File: src/rtl/imem_arbiter_pkg.sv
// Shared sizes, port identifiers and ownership-state encoding for the
// instruction-memory arbiter.
package imem_arbiter_pkg;

  localparam int WORD_LEN   = 16;
  localparam int ADDR_LEN   = 16;
  localparam int IMEM_PORTS = 2;

  localparam logic PORT_FETCH = 1'b0;
  localparam logic PORT_DBG   = 1'b1;

  typedef enum logic {
    OWN_SHARED = 1'b0,
    OWN_LOCKED = 1'b1
  } own_state_t;

endpackage

File: src/rtl/imem_arbiter_rr.sv
// Two-way round-robin arbiter. The port not granted most recently wins a
// conflict; mask0 removes port 0 from contention.
module rr_arbiter2
  import imem_arbiter_pkg::*;
(
  input  logic [IMEM_PORTS-1:0] req,
  input  logic                  last,
  input  logic                  mask0,
  output logic [IMEM_PORTS-1:0] gnt
);

  logic [IMEM_PORTS-1:0] req_eff;

  always_comb begin
    req_eff = {req[PORT_DBG], req[PORT_FETCH] & ~mask0};
    gnt     = req_eff;
    if (req_eff == 2'b11) begin
      gnt = (last == PORT_DBG) ? 2'b01 : 2'b10;
    end
  end

endmodule

File: src/rtl/imem_arbiter.sv
// Shares the single-port instruction memory between fetch (port 0) and the
// debug loader (port 1): registered memory controls, tagged read responses.
module imem_arbiter
  import imem_arbiter_pkg::*;
(
  input  logic                  clk,
  input  logic                  rst,
  input  logic [IMEM_PORTS-1:0] req,
  input  logic [IMEM_PORTS-1:0] we,
  input  logic [ADDR_LEN-1:0]   addr0,
  input  logic [ADDR_LEN-1:0]   addr1,
  input  logic [WORD_LEN-1:0]   wdata0,
  input  logic [WORD_LEN-1:0]   wdata1,
  input  logic                  dbg_lock,
  output logic [IMEM_PORTS-1:0] gnt,
  output logic [IMEM_PORTS-1:0] rvalid,
  output logic [WORD_LEN-1:0]   rdata,
  output logic                  locked,
  output logic [ADDR_LEN-1:0]   mem_addr,
  output logic                  mem_we,
  output logic [WORD_LEN-1:0]   mem_wdata,
  input  logic [WORD_LEN-1:0]   mem_rdata
);

  own_state_t            state_reg, state_next;
  logic                  last_reg;
  logic                  pend_v_reg;
  logic                  pend_id_reg;
  logic [IMEM_PORTS-1:0] arb_gnt;
  logic                  accept;
  logic                  winner;
  logic [ADDR_LEN-1:0]   sel_addr;
  logic [WORD_LEN-1:0]   sel_wdata;
  logic                  sel_we;

  rr_arbiter2 u_arb (
    .req   (req),
    .last  (last_reg),
    .mask0 (state_reg == OWN_LOCKED),
    .gnt   (arb_gnt)
  );

  // Grants are suppressed while reset is held so nothing is accepted then.
  assign gnt    = rst ? arb_gnt : '0;
  assign accept = |gnt;
  assign winner = gnt[PORT_DBG];
  assign locked = (state_reg == OWN_LOCKED);

  always_comb begin
    sel_addr  = (winner == PORT_DBG) ? addr1  : addr0;
    sel_wdata = (winner == PORT_DBG) ? wdata1 : wdata0;
    sel_we    = we[winner];
  end

  always_comb begin
    state_next = state_reg;
    case (state_reg)
      OWN_SHARED: if (dbg_lock)  state_next = OWN_LOCKED;
      OWN_LOCKED: if (!dbg_lock) state_next = OWN_SHARED;
      default:    state_next = OWN_SHARED;
    endcase
  end

  always_ff @(posedge clk or negedge rst) begin
    if (!rst) begin
      state_reg   <= OWN_SHARED;
      last_reg    <= PORT_DBG;
      mem_addr    <= '0;
      mem_we      <= 1'b0;
      mem_wdata   <= '0;
      pend_v_reg  <= 1'b0;
      pend_id_reg <= PORT_FETCH;
      rvalid      <= '0;
      rdata       <= '0;
    end else begin
      state_reg <= state_next;

      // The pointer only tracks shared-mode wins; locked traffic leaves it alone.
      if (accept && state_reg == OWN_SHARED) begin
        last_reg <= winner;
      end

      if (accept) begin
        mem_addr    <= sel_addr;
        mem_we      <= sel_we;
        mem_wdata   <= sel_wdata;
        pend_v_reg  <= ~sel_we;
        pend_id_reg <= winner;
      end else begin
        mem_we     <= 1'b0;
        pend_v_reg <= 1'b0;
      end

      if (pend_v_reg) begin
        rdata  <= mem_rdata;
        rvalid <= (pend_id_reg == PORT_DBG) ? 2'b10 : 2'b01;
      end else begin
        rvalid <= '0;
      end
    end
  end

endmodule

File: config.mk
export PLATFORM = sky130hd
export DESIGN_NAME = imem_arbiter
export DESIGN_NICKNAME = d
export VERILOG_FILES = /design/src/rtl/imem_arbiter_pkg.sv /design/src/rtl/imem_arbiter_rr.sv /design/src/rtl/imem_arbiter.sv
export SDC_FILE = /design/constraint.sdc
export NUM_CORES = 1
export LEC_CHECK = 0
export BUFFER_PORTS_ARGS = -buffer_cell sky130_fd_sc_hd__buf_4
export CAP_MARGIN = 15
export CORE_MARGIN = 3
export CORE_UTILIZATION = 53
export CTS_BUF_LIST = sky130_fd_sc_hd__clkbuf_8
export DETAILED_ROUTE_END_ITERATION = 10
export PLACE_DENSITY = 0.93
export REMOVE_ABC_BUFFERS = 1
export SLEW_MARGIN = 20
export SYNTH_ARGS = -nofsm -noshare
export SYNTH_HDL_FRONTEND = slang
export SYNTH_SLANG_ARGS = --single-unit
File: constraint.sdc
create_clock -name clk -period 4.4 [get_ports clk]
set_input_delay 1.1 -clock clk [delete_from_list [all_inputs] [get_ports clk]]
set_output_delay 1.1 -clock clk [all_outputs]
set_load 0.03 [all_outputs]
Word level (Yosys, flattened, before mapping)
Cells that the tools add are included.

Register bits after elaboration: 55. Output and inout port bits: 54. Input bits: 87.

Reductions and logical operators: 2. Muxes and demuxes: 12. Bitwise operators: 3. Order comparisons: 1. Equal/unequal tests: 1.

Operator list (count): 16-bit 2-to-1 mux (2); 2-bit 2-to-1 mux (5); 1-bit 2-to-1 mux (5); 2-bit equality test, second input constant (1); 1-bit by 2-bit < comparator with 1-bit output, second input constant (1); 1-bit inverter (2); 2-bit OR reduction (1); 1-bit AND (1); 1-bit logical AND (1).

Logic depth before layout (Yosys ltp)
Gate-level depths: netlist of the first run.

Depth after elaboration: 9. Mapped depth: 6. Gate-level depth less buffers: 3.

Cells and area by module
Synthesis of the first run repeated with hierarchy kept, for this count alone.

Cells, all modules: 210. Area, all modules: 2791.4 um^2.

By module, submodules not included: imem_arbiter (cells each 206, area each 2767.7 um^2, times used 1, seq. area each 1377.6 um^2); rr_arbiter2 (cells each 4, area each 23.8 um^2, times used 1, seq. area each 0.0 um^2).

Least setup slack after synthesis of the first run
Ideal clock, no wire load.

Path type: input to output. Start point: in req[0]. End point: out gnt[0]. Stages on the path: 4. Arrival time: 2.026 ns. Path slack: 1.274 ns. Data required time: 3.300 ns. Path buffers: 2. Path through: nor2b_1 > buf_2 > buf_1 > and3_1.

Longest elaborated chain between the ends: 4.

Ends and longest elaborated chain: from (decl) (RTL line imem_arbiter.sv:8) `input logic [IMEM_PORTS-1:0] req,`; 1-bit AND (*) (RTL line imem_arbiter_rr.sv:15) `req_eff = {req[PORT_DBG], req[PORT_FETCH] & ~mask0};`; 2-bit equality test (RTL line imem_arbiter_rr.sv:17) `if (req_eff == 2'b11) begin`; 2-bit 2-to-1 mux (*) (RTL line imem_arbiter_rr.sv:17); 2-bit 2-to-1 mux (*) (RTL line imem_arbiter.sv:44) `assign gnt = rst ? arb_gnt : '0;`; to (decl) (RTL line imem_arbiter.sv:15) `output logic [IMEM_PORTS-1:0] gnt,`.

Mark *: on every way between the ends. The rest lies on a longest branch, timed or not.

Worst setup path after layout of the first run
Start point: in rst. End point: out gnt[0].

Longest elaborated chain between the ends: 1.

Ends and longest elaborated chain: from (decl) (RTL line imem_arbiter.sv:7) `input logic rst,`; 2-bit 2-to-1 mux (RTL line imem_arbiter.sv:44).

No other way between the ends.

==> impl_results.md, run 1 <==
* Top post-synthesis cells by area: dfrtp_1 (43%), o221ai_2 (11%), o21a_1 (7.6%)
* Clock-pin slew on the worst setup and hold paths at 0.10 ns
* Leak Pwr at 2.007 nW
* Sequential Power Share at 0.426
* M3 GR Usage at 0.04663
* DR DRC count at 0
* # rows at 27
* CP max stage delay at 0.51 ns
* Max VDD drop at 0.0002094 V
* CP most frequent cell: buf_4
* Pwr Density at 350.6 nW/µm²
* Yosys reg bits at 55
* Placed Cells at 466
* Maximum buffer depth of the clock tree at 2
* Post-DP Area at 4153 µm²
* Min cycle time layout at between 3 and 4 ns
* Sw Share at 0.3618
* Resized cells post-CTS at 0
* Routed vias/inst at 5.724
* Yosys top cell by area: dfrtp_1
* # clock sinks at 55
* Area of the multi-input gates at 1465 µm²
* Largest net degree at the start of global routing at 70
* Internal power at about 0.95 mW
* Hold_buf cts at 0
* Post-synth top area share at 0.4291
* Initial DRC Count at ~140
* Root Buffer: clkbuf_8
* TritonRoute pass-1 iters at 4
* Buf/Inv on CP at 3
* Largest delay contributor family on the critical path: buffers and inverters
* Fill cells at 409
* CORE AREA at about 5600 µm²
* GP Congestion at between 0.7 and 0.8
* MaxCap Viol Count at 0
* Die W at 83.09 µm
* Crit path setup slack, layout at 1.169 ns
* Slew of the pin with the lowest slew margin at 0.8092 ns
* Total Power at 1.496 mW
* Switch Pwr at 0.5411 mW
* Clock power frac at 0.183
* Antenna Nets Post-Route at 0
* Vias at 2719
* Rel. slew slack at 0.4606
* Synthesized area at around 3100 µm²
* RSZ-0062 raised after global routing: false
* Final wirelength at 8363 µm
* Final setup TNS at 0 ns
* Fin. max-slew vios at 0
* Layout cells sized above 1 at 0.5112
* Crit path launch type: input pin
* Gr usage total at 0.2386
* Die Ht at roughly 83 µm
* Cell count after synthesis at 284
* M1 GR Usage at 0.3031
* CTS tree: yes
* Buffers added on ports at 140
* Worst-path maximum fanout at 54
* Starting density of the core at 0.5582
* Status: completed
* Die area at roughly 7000 µm²
* Post-Place Worst Slack at 1.152 ns
* CP Capture Type: primary output
* WS Path Type: input pin to primary output
* Final hold violation count at 0
* Regs by FF count: mem_addr x16, mem_wdata x16, rdata x16
* First-pass GRT wire length at 13590 µm
* Fin crit share at 0.7344
* Synth-to-Final Area Change at 35.44%
* Count of final setup violators at 0
* Finished Cell Area at 4265 µm²
* Yosys warning total at 0
* Worst Skew at 0.008265 ns
* Cts bufs inserted at 5
* Register area at 1378 µm²
* Initial antenna violation count at 0
* DP Wirelength at 5706 µm
* Register area share after synthesis at 0.4374
* Worst Path Arrival at about 2.1 ns
* Wire per inst at 17.61 µm
* CP Cell Sequence: buf_4, buf_4, and3_1, buf_4
* Skew-Pair Late Insertion Delay at 0.31 ns
* Most Crowded Layer GR: met2
* Comb power frac at 0.391
* Crit-path slowest cell: buf_4
* Final #Nets at roughly 500
* Class of the worst hold path: register to register
* Avg Inst Size Synth at 11.09 µm²
* Hold_ws at between 0.4 and 0.5 ns
* Overflow after GRT at 0
* Critical path data required time at ~3.3 ns
* Final core occ at 0.7560
* H-tree depth at 2
* Setup Fix Bufs, Post-CTS at 0
* Maximum clock rate at 309.5 MHz
* Vias in the first global route at 2717
* Diodes inserted at 0
* GR Util met2 at 0.4052
* Number of library cell types mapped by synthesis at 29
* I/O Pins at between 100 and 150
* Final cell count without fillers at roughly 480
[layer usage]
metal / wire length (µm) / vias to the layer above
met5: 0 / -
met4: 179 / 0
met3: 545 / 12
met2: 4391 / 103
met1: 3246 / 1316
li1: - / 1288
[path summary, 6_finish.rpt]
kind	slack [ns]	to	cells after the start	startpoint
setup / recovery	1.17	gnt[0]	4	rst
hold / removal	0.47	rvalid[0]$_DFF_PN0_	1	pend_id_reg$_DFFE_PN0P_
setup reg to reg	2.44	mem_addr[9]$_DFFE_PN0P_	4	last_reg$_DFFE_PN1P_
hold reg to reg	0.47	rvalid[0]$_DFF_PN0_	1	pend_id_reg$_DFFE_PN0P_
max in group asynchronous	2.28	rdata[6]$_DFFE_PN0P_	3	rst
min in group asynchronous	0.91	rdata[0]$_DFFE_PN0P_	2	rst
[cell usage in the layout (no fill, tap or decap), types with 5 or more instances in the layout]
master     count
buf_4        146
dfrtp_1       54
inv_1         34
o21a_1        32
nand3_1       32
a2bb2oi_1     23
o221ai_2      23
mux2_2        16
o221ai_1       9
a2bb2oi_2      9
clkbuf_8       5
[synthesized netlist by cell type]
cell	number
dfrtp_1	54
inv_1	33
nand3_1	32
o21a_1	32
a2bb2oi_1	23
o221ai_2	23
buf_2	18
mux2_2	16
clkbuf_1	10
a2bb2oi_2	9
o221ai_1	9
buf_6	5
and3b_1	2
buf_1	2
nor2b_1	2
a21o_1	1
a21oi_1	1
a22o_1	1
and2_1	1
and3_1	1
buf_4	1
dfstp_2	1
nand2_1	1
nand2b_1	1
nor2_1	1
o211ai_1	1
o21ai_0	1
o21ai_2	1
or3b_1	1
[cell families (layout without fill, tap and decap cells)]
family | count (synthesis) | in the layout | share of synthesized area
AOI/OAI and AO/OA | 102 | 102 | 0.3313
DFF | 55 | 55 | 0.4374
and+or+nand+nor | 42 | 42 | 0.07151
muxes | 16 | 16 | 0.05721
buffers and inverters | 69 | 188 | 0.1025
[power by group through the flow]
stage | sequential, mW | clock (mW) | combinational [mW]
after CTS | 0.637 | 0.278 | 0.586
after floorplan | 0.795 | 0 | 0.170
after detailed placement | 0.646 | 0 | 0.586
after global placement | 0.641 | 0 | 0.572
final | 0.637 | 0.274 | 0.585
after global routing | 0.646 | 0.300 | 0.622
[area by class of cell]
cell class                 instances  area share
multi-input combinational        160      0.3435
sequential                        55      0.3230
timing repair buffer             147      0.2634
inverter                          33     0.02904
tap                               72     0.02112
clock buffer                       5     0.01613
clock inverter                     3    0.003813
Note: power is estimated with default switching activity, not from simulation.
==> inputs of run 2 (changes only) <==
--- a/config.mk
+++ b/config.mk
@@ -5,13 +5,14 @@
 export SDC_FILE = /design/constraint.sdc
 export NUM_CORES = 1
 export LEC_CHECK = 0
+export ABC_AREA = 1
 export BUFFER_PORTS_ARGS = -buffer_cell sky130_fd_sc_hd__buf_4
 export CAP_MARGIN = 15
 export CORE_MARGIN = 3
-export CORE_UTILIZATION = 53
+export CORE_UTILIZATION = 42
 export CTS_BUF_LIST = sky130_fd_sc_hd__clkbuf_8
 export DETAILED_ROUTE_END_ITERATION = 10
-export PLACE_DENSITY = 0.93
+export PLACE_DENSITY = 0.82
 export REMOVE_ABC_BUFFERS = 1
 export SLEW_MARGIN = 20
 export SYNTH_ARGS = -nofsm -noshare
==> constraint.sdc (replaced) <==
create_clock -name clk -period 2.7 [get_ports clk]
set_input_delay 0.675 -clock clk [delete_from_list [all_inputs] [get_ports clk]]
set_output_delay 0.675 -clock clk [all_outputs]
set_load 0.03 [all_outputs]
==> run 2 against run 1 <==
Against the previous run: routed wire length decreased by 14%; total power increased by 54%; final cell count increased by 22%; largest cell class is now registers.
==> impl_results.md, run 2 <==
* Die area at 7500 µm² (was 6903 µm²)
* DP Wirelength at 5330 µm (was 5706 µm)
* RR Startpoint: pend_v_reg$_DFF_PN0_ (was last_reg$_DFFE_PN1P_)
* Die W at 86.61 µm (was 83.09 µm)
* Yosys reg bits at 55 (unchanged)
* Antenna Nets Post-Route at 0 (unchanged)
* Placed Cells at 573 (was 466)
* H-tree depth at 2 (unchanged)
* Top FF cell, synth: dfrtp_1 (unchanged)
* Overflow after GRT at 0 (unchanged)
* Largest net degree at the start of global routing at 41 (was 70)
* Yosys warning total at 0 (unchanged)
* Initial DRC Count at 93 (was 138)
* Regs by FF count: mem_addr x16, mem_wdata x16, rdata x16 (unchanged)
* CORE AREA at 6096 µm² (was 5642 µm²)
* Top-count cell post-synth: nand2_1 (was dfrtp_1)
* Worst Path Arrival at 1.41 ns (was 2.13 ns)
* Vias in the first global route at 2510 (was 2717)
* Count of final setup violators at 0 (unchanged)
* Post-synth top area share at 0.4952 (was 0.4291)
* Final hold violation count at 0 (unchanged)
* Initial antenna violation count at 0 (unchanged)
* Register-to-Register Path Depth at 3 (was 4)
* Wire per inst at 12.44 µm (was 17.61 µm)
* I/O Pins at 141 (unchanged)
* Synth-to-Final Area Change at 41.86% (was 35.44%)
* Root Buffer: clkbuf_8 (unchanged)
* Clock-pin slew on the worst setup and hold paths at 0.09 ns (was 0.10 ns)
* Sw Share at 0.3629 (was 0.3618)
* Clock power frac at 0.177 (was 0.183)
* Slew of the pin with the lowest slew margin at 0.5997 ns (was 0.8092 ns)
* RSZ-0062 raised after global routing: false (unchanged)
* Worst-path maximum fanout at 18 (was 54)
* DR DRC count at 0 (unchanged)
* Hold_buf cts at 0 (unchanged)
* Status: completed (unchanged)
* Gr usage total at 0.1959 (was 0.2386)
* Layout cells sized above 1 at 0.3142 (was 0.5112)
* Final cell count without fillers at 581 (was 475)
* Switch Pwr at 0.8360 mW (was 0.5411 mW)
* Avg Inst Size Synth at 7.355 µm² (was 11.09 µm²)
* Commonest non-fill, non-tap cells in the layout: nand2_1 (152), buf_4 (145), inv_1 (70), nand3_1 (64), dfrtp_1 (54) (was buf_4 (146), dfrtp_1 (54), inv_1 (34), o21a_1 (32), nand3_1 (32))
* Routed vias/inst at 4.635 (was 5.724)
* Fill cells at 541 (was 409)
* Maximum buffer depth of the clock tree at 2 (unchanged)
* Post-synth EDFFs at 0 (unchanged)
* Vias at 2693 (was 2719)
* CTS tree: yes (unchanged)
* Rel. slew slack at 0.5996 (was 0.4606)
* CP Capture Type: primary output (unchanged)
* Setup Fix Bufs, Post-CTS at 0 (unchanged)
* Leak Pwr at 2.400 nW (was 2.007 nW)
* RR Endpoint: rdata[5]$_DFFE_PN0P_ (was mem_addr[9]$_DFFE_PN0P_)
* Starting density of the core at 0.4477 (was 0.5582)
* TritonRoute pass-1 iters at 6 (was 4)
* Critical path data required time at 2.03 ns (was 3.30 ns)
* MaxCap Viol Count at 0 (unchanged)
* Final #Nets at 592 (was 489)
* Crit path launch type: input pin (unchanged)
* Buffers added on ports at 140 (unchanged)
* Worst Skew at 0.01177 ns (was 0.008265 ns)
* Final core occ at 0.6351 (was 0.7560)
* Final wirelength at 7229 µm (was 8363 µm)
* Internal power at 1.468 mW (was 0.9544 mW)
* Sequential Power Share at 0.454 (was 0.426)
* WS Path Type: input pin to primary output (unchanged)
* Maximum clock rate at 480.6 MHz
* Fin crit share at 0.7706
* Cts bufs inserted at 5 (unchanged)
* Number of library cell types mapped by synthesis at 19 (was 29)
* Commonest non-fill, non-tap cell in the layout: nand2_1 (was buf_4)
* Pwr Density at 595.1 nW/µm² (was 350.6 nW/µm²)
* Min cycle time layout at ~2.1 ns
* Synthesized area at 2729 µm² (was 3149 µm²)
* Cell count after synthesis at 371 (was 284)
* Flop2flop setup slack at 1.07 ns (was 2.44 ns)
* Max VDD drop at 0.0003396 V (was 0.0002094 V)
* Top post-synthesis cells by area: dfrtp_1 (50%), nand2_1 (21%), nand3_1 (12%) (was dfrtp_1 (43%), o221ai_2 (11%), o21a_1 (7.6%))
* Synth cell count leaders: nand2_1 (152), inv_1 (68), nand3_1 (64) (was dfrtp_1 (54), inv_1 (33), nand3_1 (32), o21a_1 (32))
* Die Ht at 86.61 µm (was 83.09 µm)
* Resized cells post-CTS at 0 (unchanged)
* Final setup TNS at 0 ns (unchanged)
* Total Power at 2.304 mW (was 1.496 mW)
* Yosys top cell by area: dfrtp_1 (unchanged)
* Fin. max-slew vios at 0 (unchanged)
* Skew-Pair Late Insertion Delay at 0.29 ns (was 0.31 ns)
* Diodes inserted at 0 (unchanged)
* # rows at 28 (was 27)
* Class of the worst hold path: input pin to async pin (was register to register)
* Async set or reset register ratio after synthesis at 1.000 (unchanged)
* First-pass GRT wire length at 11610 µm (was 13590 µm)
* Register area share after synthesis at 0.5048 (was 0.4374)
* Comb power frac at 0.369 (was 0.391)
* GP Congestion at 0.7452 (was 0.7928)
* # clock sinks at 55 (unchanged)
run 2: logic make-up after synthesis:
| logic type | count (synthesis) | synth area share |
|---|---|---|
| AND/OR/NAND/NOR | 223 | 0.3457 |
| buffers and inverters | 90 | 0.1440 |
| flip-flops | 55 | 0.5048 |
| AO/OA/AOI/OAI | 3 | 0.005500 |
run 2: cell type report:
type,instances,area [µm²],share of cell area
Multi-Input combinational cell,226,958.4,0.2476
Clock inverter,3,12.51,0.003232
Inverter,72,271.5,0.07014
Tap cell,75,93.84,0.02424
Clock buffer,5,68.82,0.01778
Sequential cell,55,1378,0.3558
Timing Repair Buffer,145,1089,0.2812
run 2: worst max path at each step:
stage / start / end / slack (ns) / cells past startpoint
floorplan: req[0] / gnt[1] / 0.36 / 3
global placement: rst / gnt[1] / 0.59 / 6
detailed placement: rst / gnt[1] / 0.59 / 6
CTS: rst / gnt[1] / 0.58 / 6
global route: rst / gnt[1] / 0.51 / 6
finish: rst / gnt[1] / 0.62 / 6
run 2: worst max-delay path, stage by stage:
cell and delay [ns]:
buf_4 0.22, nand2_1 0.14, clkinv_2 0.09, nand2_4 0.05, inv_1 0.07, buf_4 0.16
run 2: through the flow:
| stage | area [µm²] | setup slack [ns] | hold slack [ns] |
|---|---|---|---|
| finish | 3871 | 0.6194 | 0.2325 |
| global route | 3871 | 0.5073 | 0.2235 |
| CTS | 3871 | 0.5837 | 0.2262 |
| detailed placement | 3790 | 0.5866 | 0.4412 |
| global placement | 3790 | 0.5919 | 0.4407 |
| floorplan | 2608 | 0.3597 | 0.3794 |
run 2: metal layers:
| layer | GRT usage | wire length [µm] |
|---|---|---|
| met1 | 0.2550 | 3152 |
| met2 | 0.3213 | 3355 |
| met3 | 0.06084 | 677 |
| met4 | 0.04391 | 43 |
| met5 | 0 | 0 |
run 2: power groups by stage:
stage	clock (mW)	combinational (mW)	sequential, mW
finish	0.408	0.850	1.05
floorplan	0	0.200	1.31
detailed placement	0	0.862	1.06
CTS	0.426	0.860	1.05
global placement	0	0.844	1.06
global route	0.464	0.919	1.06
